<file path="config.mk">
export PLATFORM = sky130hd
export DESIGN_NAME = mmu_port_arbiter
export DESIGN_NICKNAME = d
export VERILOG_FILES = /design/src/rtl/mmu_port_arbiter.sv
export SDC_FILE = /design/constraint.sdc
export NUM_CORES = 1
export LEC_CHECK = 0
export CORE_UTILIZATION = 35
export DETAILED_ROUTE_END_ITERATION = 6
export PLACE_DENSITY_LB_ADDON = 0.05
export SKIP_CTS_REPAIR_TIMING = 1
export SYNTH_ARGS = -nofsm -noshare
export SYNTH_HDL_FRONTEND = slang
export SYNTH_SLANG_ARGS = --single-unit
</file>
<file path="constraint.sdc">
create_clock -name clk -period 1.7 [get_ports clk]
set_input_delay 0.34 -clock clk [delete_from_list [all_inputs] [get_ports clk]]
set_output_delay 0.34 -clock clk [all_outputs]
set_load 0.02 [all_outputs]
</file>
<file path="src/rtl/mmu_port_arbiter.sv">
// Round-robin arbiter sharing one byte-wide SimpleMmu port between opcode fetch (0) and load/store (1).
// Optional watchdog abort is compiled in by defining MMU_ARB_WATCHDOG_EN.
module mmu_port_arbiter #(
    parameter int ADDR_WIDTH = 32,
    parameter int DATA_WIDTH = 8,
    parameter int TIMEOUT    = 255
) (
    input  logic                  clk,
    input  logic                  reset,
    input  logic                  req0,
    input  logic [ADDR_WIDTH-1:0] addr0,
    input  logic                  we0,
    input  logic [DATA_WIDTH-1:0] dataIn0,
    output logic [DATA_WIDTH-1:0] out0,
    output logic                  busy0,
    output logic                  done0,
    input  logic                  req1,
    input  logic [ADDR_WIDTH-1:0] addr1,
    input  logic                  we1,
    input  logic [DATA_WIDTH-1:0] dataIn1,
    output logic [DATA_WIDTH-1:0] out1,
    output logic                  busy1,
    output logic                  done1,
    output logic [ADDR_WIDTH-1:0] memAddr,
    output logic                  memWriteEnable,
    output logic [DATA_WIDTH-1:0] memDataIn,
    output logic                  memRequest,
    input  logic [DATA_WIDTH-1:0] memOut,
    input  logic                  memBusy,
    output logic                  err
);

    typedef enum logic [1:0] {
        IDLE,
        ISSUE,
        WAIT
    } stateT;

    stateT state;
    logic  lastGrant;
    logic  grant;
    logic  mask0;
    logic  mask1;
    logic  elig0;
    logic  elig1;
    logic  anyElig;
    logic  pick;

    // A completed requester stays masked until it lets go of its request,
    // so a level-held request is never serviced twice.
    always_comb begin
        elig0   = req0 & ~mask0;
        elig1   = req1 & ~mask1;
        anyElig = elig0 | elig1;
        pick    = 1'b0;
        if (elig0 && elig1) begin
            pick = ~lastGrant;
        end else if (elig1) begin
            pick = 1'b1;
        end
    end

`ifdef MMU_ARB_WATCHDOG_EN
    localparam int WD_W = ($clog2(TIMEOUT + 1) > 8) ? $clog2(TIMEOUT + 1) : 8;

    logic [WD_W-1:0] wdCount;
    logic            wdExpired;

    // The count starts at 0 on the first edge after the grant, so hitting
    // TIMEOUT-1 means the transaction has been outstanding TIMEOUT cycles.
    assign wdExpired = (wdCount == WD_W'(TIMEOUT - 1));
`else
    assign err = 1'b0;
`endif

    always_ff @(posedge clk or negedge reset) begin
        if (!reset) begin
            state          <= IDLE;
            lastGrant      <= 1'b1;
            grant          <= 1'b0;
            mask0          <= 1'b0;
            mask1          <= 1'b0;
            out0           <= '0;
            out1           <= '0;
            busy0          <= 1'b0;
            busy1          <= 1'b0;
            done0          <= 1'b0;
            done1          <= 1'b0;
            memAddr        <= '0;
            memWriteEnable <= 1'b0;
            memDataIn      <= '0;
            memRequest     <= 1'b0;
`ifdef MMU_ARB_WATCHDOG_EN
            wdCount        <= '0;
            err            <= 1'b0;
`endif
        end else begin
            done0 <= 1'b0;
            done1 <= 1'b0;

            case (state)
                IDLE: begin
                    if (anyElig) begin
                        grant      <= pick;
                        lastGrant  <= pick;
                        memRequest <= 1'b1;
                        state      <= ISSUE;
`ifdef MMU_ARB_WATCHDOG_EN
                        wdCount    <= '0;
`endif
                        if (pick) begin
                            memAddr        <= addr1;
                            memWriteEnable <= we1;
                            memDataIn      <= dataIn1;
                            busy1          <= 1'b1;
                        end else begin
                            memAddr        <= addr0;
                            memWriteEnable <= we0;
                            memDataIn      <= dataIn0;
                            busy0          <= 1'b1;
                        end
                    end
                end

                ISSUE: begin
                    if (memBusy) begin
                        state <= WAIT;
                    end
`ifdef MMU_ARB_WATCHDOG_EN
                    else if (wdExpired) begin
                        memRequest <= 1'b0;
                        err        <= 1'b1;
                        state      <= IDLE;
                        if (grant) begin
                            busy1 <= 1'b0;
                            done1 <= 1'b1;
                            out1  <= '1;
                            mask1 <= 1'b1;
                        end else begin
                            busy0 <= 1'b0;
                            done0 <= 1'b1;
                            out0  <= '1;
                            mask0 <= 1'b1;
                        end
                    end
                    wdCount <= wdCount + 1'b1;
`endif
                end

                WAIT: begin
                    if (!memBusy) begin
                        memRequest <= 1'b0;
                        state      <= IDLE;
                        if (grant) begin
                            busy1 <= 1'b0;
                            done1 <= 1'b1;
                            mask1 <= 1'b1;
                            if (!memWriteEnable) begin
                                out1 <= memOut;
                            end
                        end else begin
                            busy0 <= 1'b0;
                            done0 <= 1'b1;
                            mask0 <= 1'b1;
                            if (!memWriteEnable) begin
                                out0 <= memOut;
                            end
                        end
                    end
`ifdef MMU_ARB_WATCHDOG_EN
                    else if (wdExpired) begin
                        memRequest <= 1'b0;
                        err        <= 1'b1;
                        state      <= IDLE;
                        if (grant) begin
                            busy1 <= 1'b0;
                            done1 <= 1'b1;
                            out1  <= '1;
                            mask1 <= 1'b1;
                        end else begin
                            busy0 <= 1'b0;
                            done0 <= 1'b1;
                            out0  <= '1;
                            mask0 <= 1'b1;
                        end
                    end
                    wdCount <= wdCount + 1'b1;
`endif
                end

                default: begin
                    state <= IDLE;
                end
            endcase

            // Placed last so that a dropped request always unmasks, even on
            // the completion edge itself.
            if (!req0) begin
                mask0 <= 1'b0;
            end
            if (!req1) begin
                mask1 <= 1'b0;
            end
        end
    end

endmodule

</file>
==> Word level (Yosys, flattened, before mapping) <==
Cells that the tools add are included.
{ "op_classes": {"n_eq_ne": 15, "n_mux": 36, "bitwise": 9, "reduce_logical": 12} }
{ "op_table": {"columns": ["op", "count"], "rows": [
  ["$mux 32", 1],
  ["$mux 1", 27],
  ["$ne 2x2->1 const B", 10],
  ["$reduce_and 3->1", 4],
  ["$reduce_and 5->1", 2],
  ["$mux 8", 1],
  ["$reduce_and 4->1", 2],
  ["$mux 2", 3],
  ["$ne 2x1->1 const B", 3],
  ["$not 1->1", 6],
  ["$pmux 1 s2", 3],
  ["$pmux 2 s3", 1],
  ["$and 1x1->1", 2],
  ["$eq 2x1->1 const B", 1],
  ["$eq 2x2->1 const B", 1],
  ["$logic_not 2->1", 1],
  ["$reduce_and 2->1", 1],
  ["$reduce_bool 2->1", 1],
  ["$logic_and 1x1->1", 1],
  ["$or 1x1->1", 1]
]} }
{ "word_totals": {"regBits": 68, "input_bits": 95, "output_inout_bits": 63, "wordCells": 87} }

==> Depth between registers and ports, before layout <==
Gate-level depths: netlist of the first run.
{ "logic_depth": {"depth_word": 7, "mapped_depth": 6, "mapped_depth_nobuf": 4} }

==> Worst setup path before layout of the first run <==
OpenSTA, ideal clock, no wires.
{ "synth_timing": {"path_kind": "register -> register", "startpoint": "register state[0]", "endpoint": "register out1[0]", "setup_ps": 125, "arrival_time_ps": 1581, "t_required_ps": 1575, "slack_ps": -6, "path_stages_with_launch": 7, "path_buffers": 2, "synth_period_minus_slack_ps": 1706, "path_cell_list": "dfrtp_1 -> nand2b_1 -> or2_1 -> buf_6 -> or3_1 -> buf_6 -> mux2_4"} }
{ "synth_between": {"elab_chain_len": 2} }
{ "synth_rtl": {"columns": ["element", "line", "text"], "rows": [
  ["start: declaration", "39", "stateT state;"],
  ["start signal: assignment", "78", "state <= IDLE;"],
  ["start signal: assignment", "107", "state <= ISSUE;"],
  ["start signal: assignment", "127", "state <= WAIT;"],
  ["$eq 2x2->1", "101", "case (state)"],
  ["$reduce_and 4->1 (no source line)", null, null],
  ["end signal: assignment", "159", "out1 <= memOut;"],
  ["end: declaration", "21", "output logic [DATA_WIDTH-1:0] out1,"]
]} }
No other way between the ends.
A chain may end at the register's enable or synchronous reset.

==> Worst setup path in the final report of the first run <==
{ "layout_timing": {"startpoint": "register memAddr[21]", "endpoint": "output memAddr[21]"} }
{ "layout_rtl": {"columns": ["element", "line", "text"], "rows": [
  ["start: declaration", "24", "output logic [ADDR_WIDTH-1:0] memAddr,"],
  ["start signal: assignment", "112", "memAddr <= addr1;"],
  ["start signal: assignment", "117", "memAddr <= addr0;"]
]} }
No word-level cell between the ends.

==> qor.txt, run 1 <==
Outcome: complete, no violations
CTS buffer count: 9
Syn Nets: 396
Worst-path cell chain: clkdlybuf4s50_1
Crit-path slowest cell: clkdlybuf4s50_1
Max clock buf depth: 2
Post-Route Utilization: 62.4%
Via Count: 2730
Die W: 93.1 um
PortBufs: 156
Worst skew pair latency: 330 ps
HPWL Detailed: 5780 um
Final GP Congestion: 0.735
Setup WS post-layout: 55.3 ps
First-pass GRT wire length: 13300 um
Seq pwr share: 32.7%
WP data required: 1360 ps
Slowest stage delay, CP: 620 ps
Post-route ant nets: 0
Crit share post-route: 96.7%
Worst path arrival time: 1300 ps
Final Hold Violating Endpoints: 0
Post-Syn Area per Cell: 9.64 sq um
VDD IR-drop max: 0.000775 V
Root Driver: clkbuf_8
Max FO, Critical Path: 2
Worst setup EP type: output pin
Vias in the first global route: 2740
Cell taking the most area after synthesis: dfrtp_1
CTS tree: built
Kind of critical path: register to output pin
Clock-pin slew on the worst setup and hold paths: 70 ps
Gate power share: 54.0%
CTS H-tree lvls: 3
Area grow syn2layout: 69.6%
Via density: 4.78
Max Freq: 608 MHz
Leak pwr: 0.00214 uW
Place WS: -270 ps
Layout cells sized above 1: 11.1%
Pwr Total: 8530 uW
Hold Crit Class: register to register
Tmin final: 1640 ps
Synth top area cells: dfrtp_1, a21oi_1, nand2_1, nor2_1, mux2_4
Pin count of the biggest net entering global routing: 39
Cell variety after synth: 24
Pre-Repair DR Iteration Count: 4
CP startpoint kind: register
Die area: 0.00866 sq mm
Final Max Slew Viols: 0
Clk_skew: 6.36 ps
Worst path bufs/invs: 1
Total Nets Final: 559
RSZ-0062 raised after global routing: false
Remaining DRCs: 0
Setup_tns: 0 ps
Initial antenna violation count: 0
IO Pins: 158
Share of the synthesized area in the top cell type: 57.8%
Clk pwr share: 13.3%
Core Rows: 32
CP delay by family, top: buffers and inverters
DR WL/cell: 14.2 um
Tot GR Track Use: 19.6%
Post-Syn Area: 0.00290 sq mm
Total grt overflow: 0
Register area share after synthesis: 58.7%
Sw Share: 39.0%
DRT iter0 DRCs: 58
Starting Density: 36.8%
Die span in y: 93.1 um
Synth Register Bits: 68
Fillers: 683
Syn Inst Count: 301
Ys Warns: 0
Setup violations, final: 0
Antenna cells: 0
Total of max-cap violations: 0
Switch Pwr: 3330 uW
Routed WL: 8080 um
Core ar.: 0.00789 sq mm
Int Pwr: 5200 uW
Pwr per Cell Area: 1730 mW/mm^2
Clock Sink Count: 68
## synthesized netlist by cell type
cell and instances:
or2b_1 1, buf_6 2, nand3b_1 1, nand2_1 47, o21ai_0 6, mux2_2 8, or3_1 1, clkbuf_1 18
a21oi_1 82, conb_1 1, a21boi_0 1, mux2_4 8, dfrtp_1 67, nand2b_1 1, buf_4 1, o21a_1 3
and2_1 1, inv_1 1, nor2_1 45, o21ai_1 1, nor3_2 1, or2_1 1, dfstp_2 1, nor2b_1 2
## power by group through the flow
stage          sequential [uW]  clock, uW  combinational [uW]
5_1_grt                   2890       1230                5000
3_5_place_dp              2830          0                4650
4_1_cts                   2800       1170                4660
3_3_place_gp              2820          0                4580
2_1_floorplan             3680          0                1460
6_report                  2790       1130                4610
## through the flow
step           hold slack, ps  instance area (sq um)  std cells
2_1_floorplan            44.4                   2910        301
3_3_place_gp              318                   4720        553
3_5_place_dp              325                   4720        553
4_1_cts                 -39.4                   4890        569
5_1_grt                   481                   4920        571
6_report                  459                   4920        571
## layer usage
layer	global-route usage, %	up-vias	routed length (um)
li1	-	1331	-
met1	25.3	1282	3600
met2	31.6	109	3690
met3	5.69	8	709
met4	6.15	0	93
met5	0	-	0
## path summary, 6_finish.rpt
path	startpoint	to	slack, ps	cells past startpoint
setup / recovery	memAddr[21]	memAddr[21]	60	1
hold / removal	lastGrant	lastGrant	460	2
max in group asynchronous	reset	lastGrant	610	3
setup reg to reg	state[0]	out1[5]	60	5
min in group asynchronous	reset	out1[2]	510	2
hold reg to reg	lastGrant	lastGrant	460	2
## layout make-up
type | instances | area, sq um | share of cell area, %
Inverter | 1 | 3.75 | 0.0763
Multi-Input combinational cell | 211 | 1120 | 22.7
Timing Repair Buffer | 173 | 1800 | 36.6
Clock inverter | 6 | 41.3 | 0.839
Sequential cell | 68 | 1700 | 34.6
Tap cell | 102 | 128 | 2.59
Clock buffer | 10 | 128 | 2.59
## sequential cells by signal, indices dropped and copies added, names as in the netlist
signal / count
memAddr: 32
memDataIn: 8
out0: 8
out1: 8
state: 2
busy0: 1
busy1: 1
done0: 1
done1: 1
grant: 1
lastGrant: 1
mask0: 1
mask1: 1
memRequest: 1
memWriteEnable: 1
## kinds of logic (layout without fill, tap and decap cells)
kind of cell / count (synthesis) / after routing / share of synthesized area (%)
DFF: 68 / 68 / 58.7
muxes: 16 / 16 / 7.24
and+or+nand+nor: 101 / 101 / 14.1
other: 1 / 1 / 0.129
buffers and inverters: 22 / 190 / 3.49
AOI/OAI and AO/OA: 93 / 93 / 16.4
## placed cells by master, fill, tap and decap left out, types with 2 or more instances in the layout
cell	synthesis	layout
a21oi_1	82	82
mux2_4	8	8
clkinv_4	0	3
clkdlybuf4s50_1	0	151
dfrtp_1	67	67
nor2_1	45	45
dlymetal6s2s_1	0	4
clkinv_2	0	3
o21ai_0	6	6
mux2_2	8	8
nor2b_1	2	2
buf_4	1	7
buf_12	0	8
clkbuf_8	0	9
o21a_1	3	3
nand2_1	47	47
Power figures use the tool's default switching activity.
==> inputs of run 2 (changes only) <==
Settings changed: PLACE_DENSITY from default to 0.76, PLACE_DENSITY_LB_ADDON 0.05 to default, SKIP_LAST_GASP from default to 1.
==> run 2 against run 1 <==
Against the previous run:
- utilization up 1.3 points
- largest cell class unchanged
- clock skew up 7.6 ps
- the flow now finishes with violations (negative hold slack)
- combinational power about the same
- sequential share of layout area down 0.71 points
==> qor.txt, run 2 (same netlist as run 1, synthesis figures left out) <==
Outcome: complete, but fails checks
Violated checks: negative hold slack
Tot GR Track Use: 21.1%
WP data required: 1360 ps
Total of max-cap violations: 0
Pin count of the biggest net entering global routing: 69
Initial antenna violation count: 0
Seq pwr share: 31.7%
FF-to-FF End: out1[7]
Hold Worst Slack: -2.10 ps
Post-route cell area: 0.00502 sq mm
Max FO, Critical Path: 2
Remaining DRCs: 0
Clock Sink Count: 68
Worst-path cell chain: clkdlybuf4s50_1
Gate power share: 51.7%
Clock-pin slew on the worst setup and hold paths: 80 ps
Crit share post-route: 97.4%
Max Freq: 604 MHz
Antenna cells: 0
Starting Density: 36.8%
PortBufs: 156
Die area: 0.00866 sq mm
RSZ-0062 raised after global routing: true
Fillers: 629
CP endpoint: memAddr[5]
Via density: 4.87
Crit. Startpoint: memAddr[5]
Pre-Repair DR Iteration Count: 6
Crit Reg-Reg Startpoint: state[0]
Setup violations, final: 0
Worst path depth: 1
Reg2Reg Setup Slack: 50 ps
Hold Crit Class: primary input to asynchronous set/reset pin
Leak pwr: 0.00243 uW
Place WS: -214 ps
Via Count: 2775
Final Max Slew Viols: 0
First-pass GRT wire length: 13800 um
Worst path arrival time: 1320 ps
Worst path bufs/invs: 1
Setup WS post-layout: 44.5 ps
Total grt overflow: 0
Switch Pwr: 3450 uW
Int Pwr: 5420 uW
Reg2Reg Depth: 5
CTS tree: built
Kind of critical path: register to output pin
Layout cells sized above 1: 11.8%
HPWL Detailed: 6050 um
Setup_tns: 0 ps
CTS buffer count: 9
IO Pins: 158
Root Driver: clkbuf_8
Top register by number of flip-flops: memAddr
DRT iter0 DRCs: 109
Post-route ant nets: 0
DR WL/cell: 15.3 um
Number of flip-flops in the largest register: 32
CTS H-tree lvls: 3
Max clock buf depth: 2
VDD IR-drop max: 0.000763 V
Core ar.: 0.00789 sq mm
CP delay by family, top: buffers and inverters
Crit-path slowest cell: clkdlybuf4s50_1
Final GP Congestion: 0.708
Area grow syn2layout: 73.1%
Tmin final: 1660 ps
Die W: 93.1 um
Slowest stage delay, CP: 620 ps
Pwr per Cell Area: 1770 mW/mm^2
Most common cell after layout, fill and taps aside: clkdlybuf4s50_1
Area post-placement: 0.00469 sq mm
Clk_skew: 14.0 ps
CP startpoint kind: register
Worst setup EP type: output pin
Worst skew pair latency: 340 ps
Sw Share: 38.9%
Final Hold Violating Endpoints: 2
Die span in y: 93.1 um
Routed WL: 8740 um
Core Rows: 32
Commonest cells after routing, fill and taps aside: clkdlybuf4s50_1, a21oi_1, dfrtp_1
Total Nets Final: 558
Vias in the first global route: 2724
Clk pwr share: 16.6%
==> run 2: per-layer routing <==
| layer | wire length, um | share of wire, % | track usage (%) | up-vias |
|---|---|---|---|---|
| met5 | 0 | 0 | 0 | - |
| met4 | 136 | 1.6 | 7.69 | 0 |
| met3 | 711 | 8.1 | 7.07 | 14 |
| met2 | 4210 | 48 | 34.2 | 124 |
| met1 | 3680 | 42 | 26.1 | 1308 |
| li1 | - | - | - | 1329 |
==> run 2: layout make-up <==
cell class	count	area [sq um]	area share [%]
repair buffers	172	1840	36.5
flip-flops and latches	68	1700	33.9
multi-input cells	211	1130	22.5
well taps	102	128	2.54
clock buffers	9	124	2.47
clock inverters	7	98.8	1.97
inverters	1	3.75	0.0747
==> run 2: power by group through the flow <==
| stage | clock network [uW] | logic, uW | registers (uW) |
|---|---|---|---|
| 6_report | 1480 | 4580 | 2810 |
| 4_1_cts | 1520 | 4680 | 2830 |
| 3_3_place_gp | 0 | 4540 | 2820 |
| 2_1_floorplan | 0 | 1460 | 3680 |
| 3_5_place_dp | 0 | 4650 | 2850 |
| 5_1_grt | 1600 | 4930 | 2910 |
==> run 2: worst min-delay path by stage <==
stage,start,end,slack [ps]
after floorplan,reset,busy0,40
after global placement,reset,out1[6],390
after detailed placement,reset,out1[0],390
after CTS,reset,out1[0],10
after global routing,reset,out1[0],8
final,reset,out1[1],-2
==> run 2: per-stage QoR <==
step	util, %	instances	power, uW
after floorplan	-	301	5140
after global placement	59.5	554	7360
after detailed placement	59.5	554	7500
after CTS	62.3	570	9020
after global routing	63.7	570	9450
final	63.7	570	8870
